### src/rtl/cpu_program_sequencer.sv
// cpu_program_sequencer: buffers a short program, issues it to the accumulator CPU and streams results
module cpu_program_sequencer #(
  parameter int DEPTH = 16,
  parameter int HOLD_CYCLES = 3,
  parameter int GAP_CYCLES = 3
) (
  input  logic        clk,
  input  logic        rst,
  input  logic        ld_valid,
  input  logic [12:0] ld_instr,
  output logic        ld_ready,
  input  logic        clear,
  input  logic        start,
  output logic        busy,
  output logic [7:0]  cpu_ui,
  output logic [7:0]  cpu_uio,
  input  logic [3:0]  acc_in,
  output logic        res_valid,
  output logic [3:0]  res_data,
  output logic [3:0]  res_index,
  output logic        done
);
  localparam int CW = $clog2(DEPTH) + 1;
  localparam int MC = HOLD_CYCLES > GAP_CYCLES ? HOLD_CYCLES : GAP_CYCLES;
  localparam int TW = $clog2(MC) + 1;
  typedef enum logic [1:0] {IDLE, ISSUE, GAP, DONE} state_t;
  state_t state, state_n;
  logic [CW-1:0] count, count_n, ptr, ptr_n;
  logic [TW-1:0] cnt, cnt_n;
  logic [12:0] mem [DEPTH];
  logic [12:0] ins_n;
  logic [7:0] ui_n, uio_n;
  logic load, go, empty, hold_end, gap_end, last;
  assign ld_ready = state == IDLE && count < CW'(DEPTH);
  assign busy = state != IDLE;
  assign load = ld_valid && ld_ready && !clear;
  assign hold_end = cnt == TW'(HOLD_CYCLES - 1);
  assign gap_end = cnt == TW'(GAP_CYCLES - 1);
  assign last = ptr == count - CW'(1);
  // next state, pointer/cycle counters and the pin values for the coming cycle
  always_comb begin
    state_n = state;
    ptr_n = ptr;
    cnt_n = cnt;
    count_n = state == IDLE && clear ? '0 : count + CW'(load);
    go = state == IDLE && start && count_n != '0;
    empty = state == IDLE && start && count_n == '0;
    case (state)
      IDLE: if (go) begin
        state_n = ISSUE;
        ptr_n = '0;
        cnt_n = '0;
      end
      ISSUE: begin
        state_n = hold_end ? GAP : ISSUE;
        cnt_n = hold_end ? '0 : cnt + TW'(1);
      end
      GAP: begin
        state_n = gap_end ? (last ? DONE : ISSUE) : GAP;
        ptr_n = gap_end && !last ? ptr + CW'(1) : ptr;
        cnt_n = gap_end ? '0 : cnt + TW'(1);
      end
      default: state_n = IDLE;
    endcase
    ins_n = load && count == ptr_n ? ld_instr : mem[ptr_n[CW-2:0]];
    ui_n = state_n == ISSUE || state_n == GAP ? ins_n[7:0] : 8'h00;
    uio_n = state_n == ISSUE ? {ins_n[11:8], 3'b000, ins_n[12]} : 8'hF0;
  end
  // state, counters and registered outputs; reset aborts a run and empties the buffer
  always_ff @(posedge clk or posedge rst) begin
    if (rst) begin
      state <= IDLE;
      count <= '0;
      ptr <= '0;
      cnt <= '0;
      cpu_ui <= 8'h00;
      cpu_uio <= 8'hF0;
      res_valid <= 1'b0;
      res_data <= '0;
      res_index <= '0;
      done <= 1'b0;
    end else begin
      state <= state_n;
      count <= count_n;
      ptr <= ptr_n;
      cnt <= cnt_n;
      cpu_ui <= ui_n;
      cpu_uio <= uio_n;
      res_valid <= state == GAP && gap_end;
      if (state == GAP && gap_end) begin
        res_data <= acc_in;
        res_index <= 4'(ptr);
      end
      done <= state == DONE || empty;
    end
  end
  // program buffer storage; contents are meaningful only below count
  always_ff @(posedge clk)
    if (load) mem[count[CW-2:0]] <= ld_instr;
endmodule

### config.mk
export PLATFORM = sky130hd
export DESIGN_NAME = cpu_program_sequencer
export DESIGN_NICKNAME = d
export VERILOG_FILES = /design/src/rtl/cpu_program_sequencer.sv
export SDC_FILE = /design/constraint.sdc
export NUM_CORES = 1
export LEC_CHECK = 0
export BUFFER_PORTS_ARGS = -buffer_cell sky130_fd_sc_hd__buf_2
export CAP_MARGIN = 20
export CELL_PAD_IN_SITES_DETAIL_PLACEMENT = 2
export CELL_PAD_IN_SITES_GLOBAL_PLACEMENT = 2
export CORE_UTILIZATION = 25
export DETAILED_ROUTE_END_ITERATION = 16
export PLACE_DENSITY = 0.54
export SKIP_LAST_GASP = 1
export SYNTH_ARGS = -nofsm -noshare
export SYNTH_HDL_FRONTEND = slang
export SYNTH_SLANG_ARGS = --single-unit
### constraint.sdc
create_clock -name clk -period 7 [get_ports clk]
set_input_delay 1.05 -clock clk [delete_from_list [all_inputs] [get_ports clk]]
set_output_delay 1.05 -clock clk [all_outputs]
set_load 0.02 [all_outputs]
After elaboration in Yosys (flattened, before gate mapping)
Memory sizes are Yosys's and may differ from the RTL's.
Cells that the tools add are included.
- memories kept: 1
- memory bits (writable): 208
- bits in read-only memories: 0
- flip-flop bits (word level): 41
- latch bits: 0
- output and inout port bits: 28
- div/mod/pow operators: 0
- multiplexer cells: 17
- $mul: 0
- eq/ne operators: 9
- add/subtract/negate cells: 4
- reductions and logical operators: 21
- bitwise logic cells: 0
- shift operators: 0
- $lt $le $gt $ge: 1
- memories (memory ; depth ; bits a word ; rd ports ; clocked after Yosys merged registers in ; write ports ; line ; RTL):
    mem ; 16 ; 13 ; 1 ; 0 ; 1 ; 30 ; logic [12:0] mem [DEPTH];
- operators with widths (operator ; count):
    $mux 8 ; 2
    $mux 5 ; 3
    $mux 13 ; 1
    $eq 5x5->1 ; 2
    $logic_and 1x1->1 ; 10
    $pmux 5 s2 ; 1
    $mux 2 ; 4
    $eq 2x2->1 const B ; 3
    $mux 3 ; 2
    $pmux 2 s3 ; 1
    $pmux 3 s2 ; 1
    $add 5x1->5 ; 1
    $add 5x1->5 const B ; 1
    $logic_not 5->1 ; 1
    $lt 5x5->1 const B ; 1
    $reduce_bool 5->1 ; 1
    $sub 5x1->5 const B ; 1
    $eq 2x1->1 const B ; 2
    $reduce_bool 2->1 ; 2
    $add 3x1->3 const B ; 1
    $eq 3x2->1 const B ; 1
    $logic_not 1->1 ; 2
    $logic_not 2->1 ; 1
    $logic_or 1x1->1 ; 2
    other kinds (4) ; 5

Depth between registers and ports, before layout
- word-level depth: 14
- mapped depth: 20
- gate-level depth less buffers: 16

Least setup slack after synthesis
OpenSTA, ideal clock, no wires.
- path type: reg-to-reg
- from: register state[0]
- to: register cpu_ui[6]
- required time: 6.880 ns
- stages on the path, launching flop included: 17
- period minus slack after synthesis: 4.022 ns
- buffers on the path: 2
- path slack: 2.978 ns
- arrival: 3.901 ns
- cell sequence: dfrtp_1 -> inv_1 -> ha_1 -> clkbuf_1 -> inv_1 -> nor4b_2 -> ha_1 -> ha_1 -> nor2_1 -> a31oi_1 -> a41oi_2 -> or3b_2 -> a21o_1 -> and4_1 -> buf_6 -> and4_1 -> a41o_1
- longest elaborated chain between the ends: 14
- ends and longest elaborated chain (what ; line ; RTL):
    start, declared ; 27 ; state_t state, state_n;
    start signal, assigned ; 83 ; state <= state_n;
    branches (longest 13 deep; another with $mem_v2 16x13) ; n/a ;
    $mux 8 * ; 66 ; ui_n = state_n == ISSUE || state_n == GAP ? ins_n[7:0] : 8'h00;
    net ui_n[6] ; 32 ; logic [7:0] ui_n, uio_n;
    end signal, assigned ; 87 ; cpu_ui <= ui_n;
    end, declared ; 15 ; output logic [7:0] cpu_ui,
Mark *: on every way through the listed nets, which the timed path passes.
A chain may end at the register's enable or synchronous reset.

Worst setup path after layout
- from: register state[0]
- to: register cpu_ui[4]
Same word-level chain as after synthesis.

==> metrics.md <==
| Metric | Value |
|---|---|
| Outcome | finished clean |
| Initial antenna violation count | 1 |
| Quantity of I/O buffers inserted on ports | 46 |
| Ant diodes | 0 |
| Routed WL per cell | 24.5 um |
| Area grow syn2layout | 17.9% |
| Arr. time, crit path | 5.34 ns |
| Critical Path Source | state[0]$_DFF_PP0_ |
| Max Cap Viol | 0 |
| GP Congestion | 0.730 |
| Deepest clock path buffer count | 3 |
| DRT Pass-1 Iters | 4 |
| Worst reg-to-reg path cell count | 16 |
| Final layout net count | 888 |
| # H-tree levels | 1 |
| Sw power | 0.00206 W |
| Die Ht | 209 um |
| Int Pwr | 0.00327 W |
| Lkg Pwr | 4.44 nW |
| Type of origin of the critical path | flip-flop |
| Yosys top cell area share | 58.5% |
| Layout cells sized above 1 | 20.0% |
| Combinational power share | 37.6% |
| Starting Density | 25.4% |
| GRT Resource Usage Total | 16.1% |
| Hold buffer count at cts | 0 |
| Global route overflow | 0 |
| CTS tree | yes |
| CTS Buf Count | 30 |
| CTS sink cnt | 246 |
| Largest net degree at the start of global routing | 104 |
| Worst EP required | 7.44 ns |
| Post-DP HPWL | 20.6 mm |
| Via density | 5.02 |
| Post-cts repair resize count | 0 |
| Fill count | 4403 |
| Synth warn | 0 |
| Critical Path Sink Type | flip-flop |
| Post-CTS setup buffers | 0 |
| Slew @ Worst Pin | 1.09 ns |
| Yosys top cell by area | edfxtp_1 |
| Die X | 209 um |
| Worst setup margin | 2.10 ns |
| Placed instance area | 0.0116 sq mm |
| Setup crit end | cpu_ui[4]$_DFF_PP0_ |
| Final period utilization | 70.0% |
| R2R setup slack | 2.10 ns |
| Design area | 0.0126 sq mm |
| Max Freq | 204 MHz |
| Post-Syn Area | 0.0107 sq mm |
| Most frequent cells in the layout | 208 x edfxtp_1, 137 x nand2_1, 46 x buf_2, 34 x dfrtp_1, 30 x clkbuf_16 |
| Sequential Power Share | 33.7% |
| Dpl ws | 1.94 ns |
| Synth async-reset ratio | 15.4% |
| Synth unique cells | 73 |
| Core ar. | 0.0420 sq mm |
| Clk root buf | clkbuf_16 |
| Worst-path clk slew | 0.06 ns |
| Post-synth EDFFs | 208 |
| DR DRC count | 0 |
| Synth Instances | 804 |
| Die area | 0.0436 sq mm |
| Critical path class | flip-flop to flip-flop |
| Clock power share | 28.7% |
| Yosys reg bits | 246 |
| Switching share of total power | 38.6% |
| Iteration-0 DRC Markers | 525 |
| R2R Path Start | state[0]$_DFF_PP0_ |
| Post-synthesis sequential area ratio | 67.4% |
| Final Hold Violating Endpoints | 0 |
| Slew Limit Fails | 0 |
| Post-Route WL | 34.7 mm |
| Via count | 7107 |
| Fin util | 30.0% |
| # setup viols final | 0 |
| Top post-synthesis cells by area | edfxtp_1 58%, dfrtp_1 8.0%, nand2_1 4.8% |
| Vias in the first global route | 7644 |
| First-pass GRT wire length | 52.1 mm |
| Most used DFF post-synth | edfxtp_1 |
| Worst min path class | input port to async pin |
| Setup Skew | 0.0137 ns |
| Tmin final | 4.90 ns |
| Worst vdd ir | 186 uV |
| IO Pins | 50 |
| Crit Path Max Fanout | 8 |
| RSZ-0062 raised after global routing | no |
| Rel. slew slack | 27.5% |
| Worst-skew pair later-pin latency | 0.57 ns |
| Final hold slack | 0.396 ns |
| Leading cell type in the layout, fill and taps excluded | edfxtp_1 |
| Reg-to-reg critical path endpoint | cpu_ui[4]$_DFF_PP0_ |
| Final setup TNS | 0 ns |
| Final ANT Viol Nets | 0 |
| Row cnt | 75 |
| Syn_area_per_cell | 13.3 sq um |
| Power density cells | 423 mW/mm^2 |
==> state kept, by name, indices dropped and copies added, names as in the netlist <==
name       flops
count          5
res_index      4
cnt            3
cpu_ui         8
done           1
res_valid      1
cpu_uio        5
ptr            5
mem          208
res_data       4
state          2
==> cell usage after synthesis, drive strengths merged, types with 4 or more instances <==
cell type,count
a21oi,29
nand2b,5
nand3,12
a32o,7
xnor2,7
nor3,6
xor2,7
a31oi,12
a311oi,29
nand2,137
clkbuf,16
nand4,9
inv,15
nor4,11
a221oi,34
edfxtp,208
o211ai,14
mux2,8
dfrtp,34
buf,42
ha,13
dfstp,4
a41oi,5
o21ai,27
and3,31
nor2,28
==> worst max-delay path, stage by stage (launching register included) <==
cell	delay (ns)
dfrtp_1	0.41
inv_1	0.10
ha_1	0.34
inv_1	0.18
nor4b_2	0.70
ha_1	0.34
ha_1	0.26
nor2_1	0.08
a31oi_1	0.36
a41oi_2	0.27
nand2_1	0.18
nand2_1	0.12
o21ai_1	0.60
buf_4	0.33
a311oi_1	0.06
nor4_1	0.35
o21ai_1	0.09
==> layout make-up <==
cell class                      instances  area, sq um  share of cell area, %
Sequential cell                       246         7200                   57.2
Tap cell                              539          674                   5.36
Inverter                               16         62.6                  0.497
Clock inverter                         13          134                   1.06
Timing Repair Buffer                   73          493                   3.91
Clock buffer                           43          840                   6.67
Multi-Input combinational cell        486         3190                   25.3
==> per-stage QoR <==
stage | power, W | instances
2_1_floorplan | 0.00315 | 806
3_3_place_gp | 0.00383 | 1356
3_5_place_dp | 0.00386 | 1359
4_1_cts | 0.00542 | 1415
5_1_grt | 0.00564 | 1416
6_report | 0.00533 | 1416
==> worst min path at each step <==
stage	to	slack, ns	cells after the start
after floorplan	cnt[0]$_DFFE_PP0P_	0.52	1
after global placement	res_data[2]$_DFFE_PP0P_	0.48	1
after detailed placement	res_data[3]$_DFFE_PP0P_	0.49	1
after CTS	res_data[3]$_DFFE_PP0P_	0.51	1
after global routing	cnt[0]$_DFFE_PP0P_	0.40	2
final	cnt[0]$_DFFE_PP0P_	0.40	2
==> per-layer routing <==
layer | wire length (um) | track usage (%)
met5 | 0 | 0
met4 | 815 | 4.74
met3 | 1320 | 2.37
met2 | 16700 | 26.8
met1 | 15900 | 21.6
==> logic make-up (layout without fill, tap and decap cells) <==
group | after synthesis | in the layout | share of synthesized area [%]
flip-flops | 246 | 246 | 67.4
buffers and inverters | 74 | 145 | 3.58
XOR/XNOR | 14 | 14 | 1.15
multiplexers | 11 | 11 | 1.12
other | 1 | 3 | 0.0351
adder cells (fa/ha/maj) | 13 | 13 | 1.52
AO/OA/AOI/OAI | 190 | 190 | 13.8
AND/OR/NAND/NOR | 255 | 255 | 11.4
==> power groups by stage <==
stage	sequential, W	clock, W	combinational, W
floorplan	0.00184	0	0.00131
global placement	0.00183	0	0.00200
detailed placement	0.00183	0	0.00203
CTS	0.00180	0.00158	0.00204
global route	0.00181	0.00164	0.00219
finish	0.00180	0.00153	0.00200
Power figures use the tool's default switching activity.
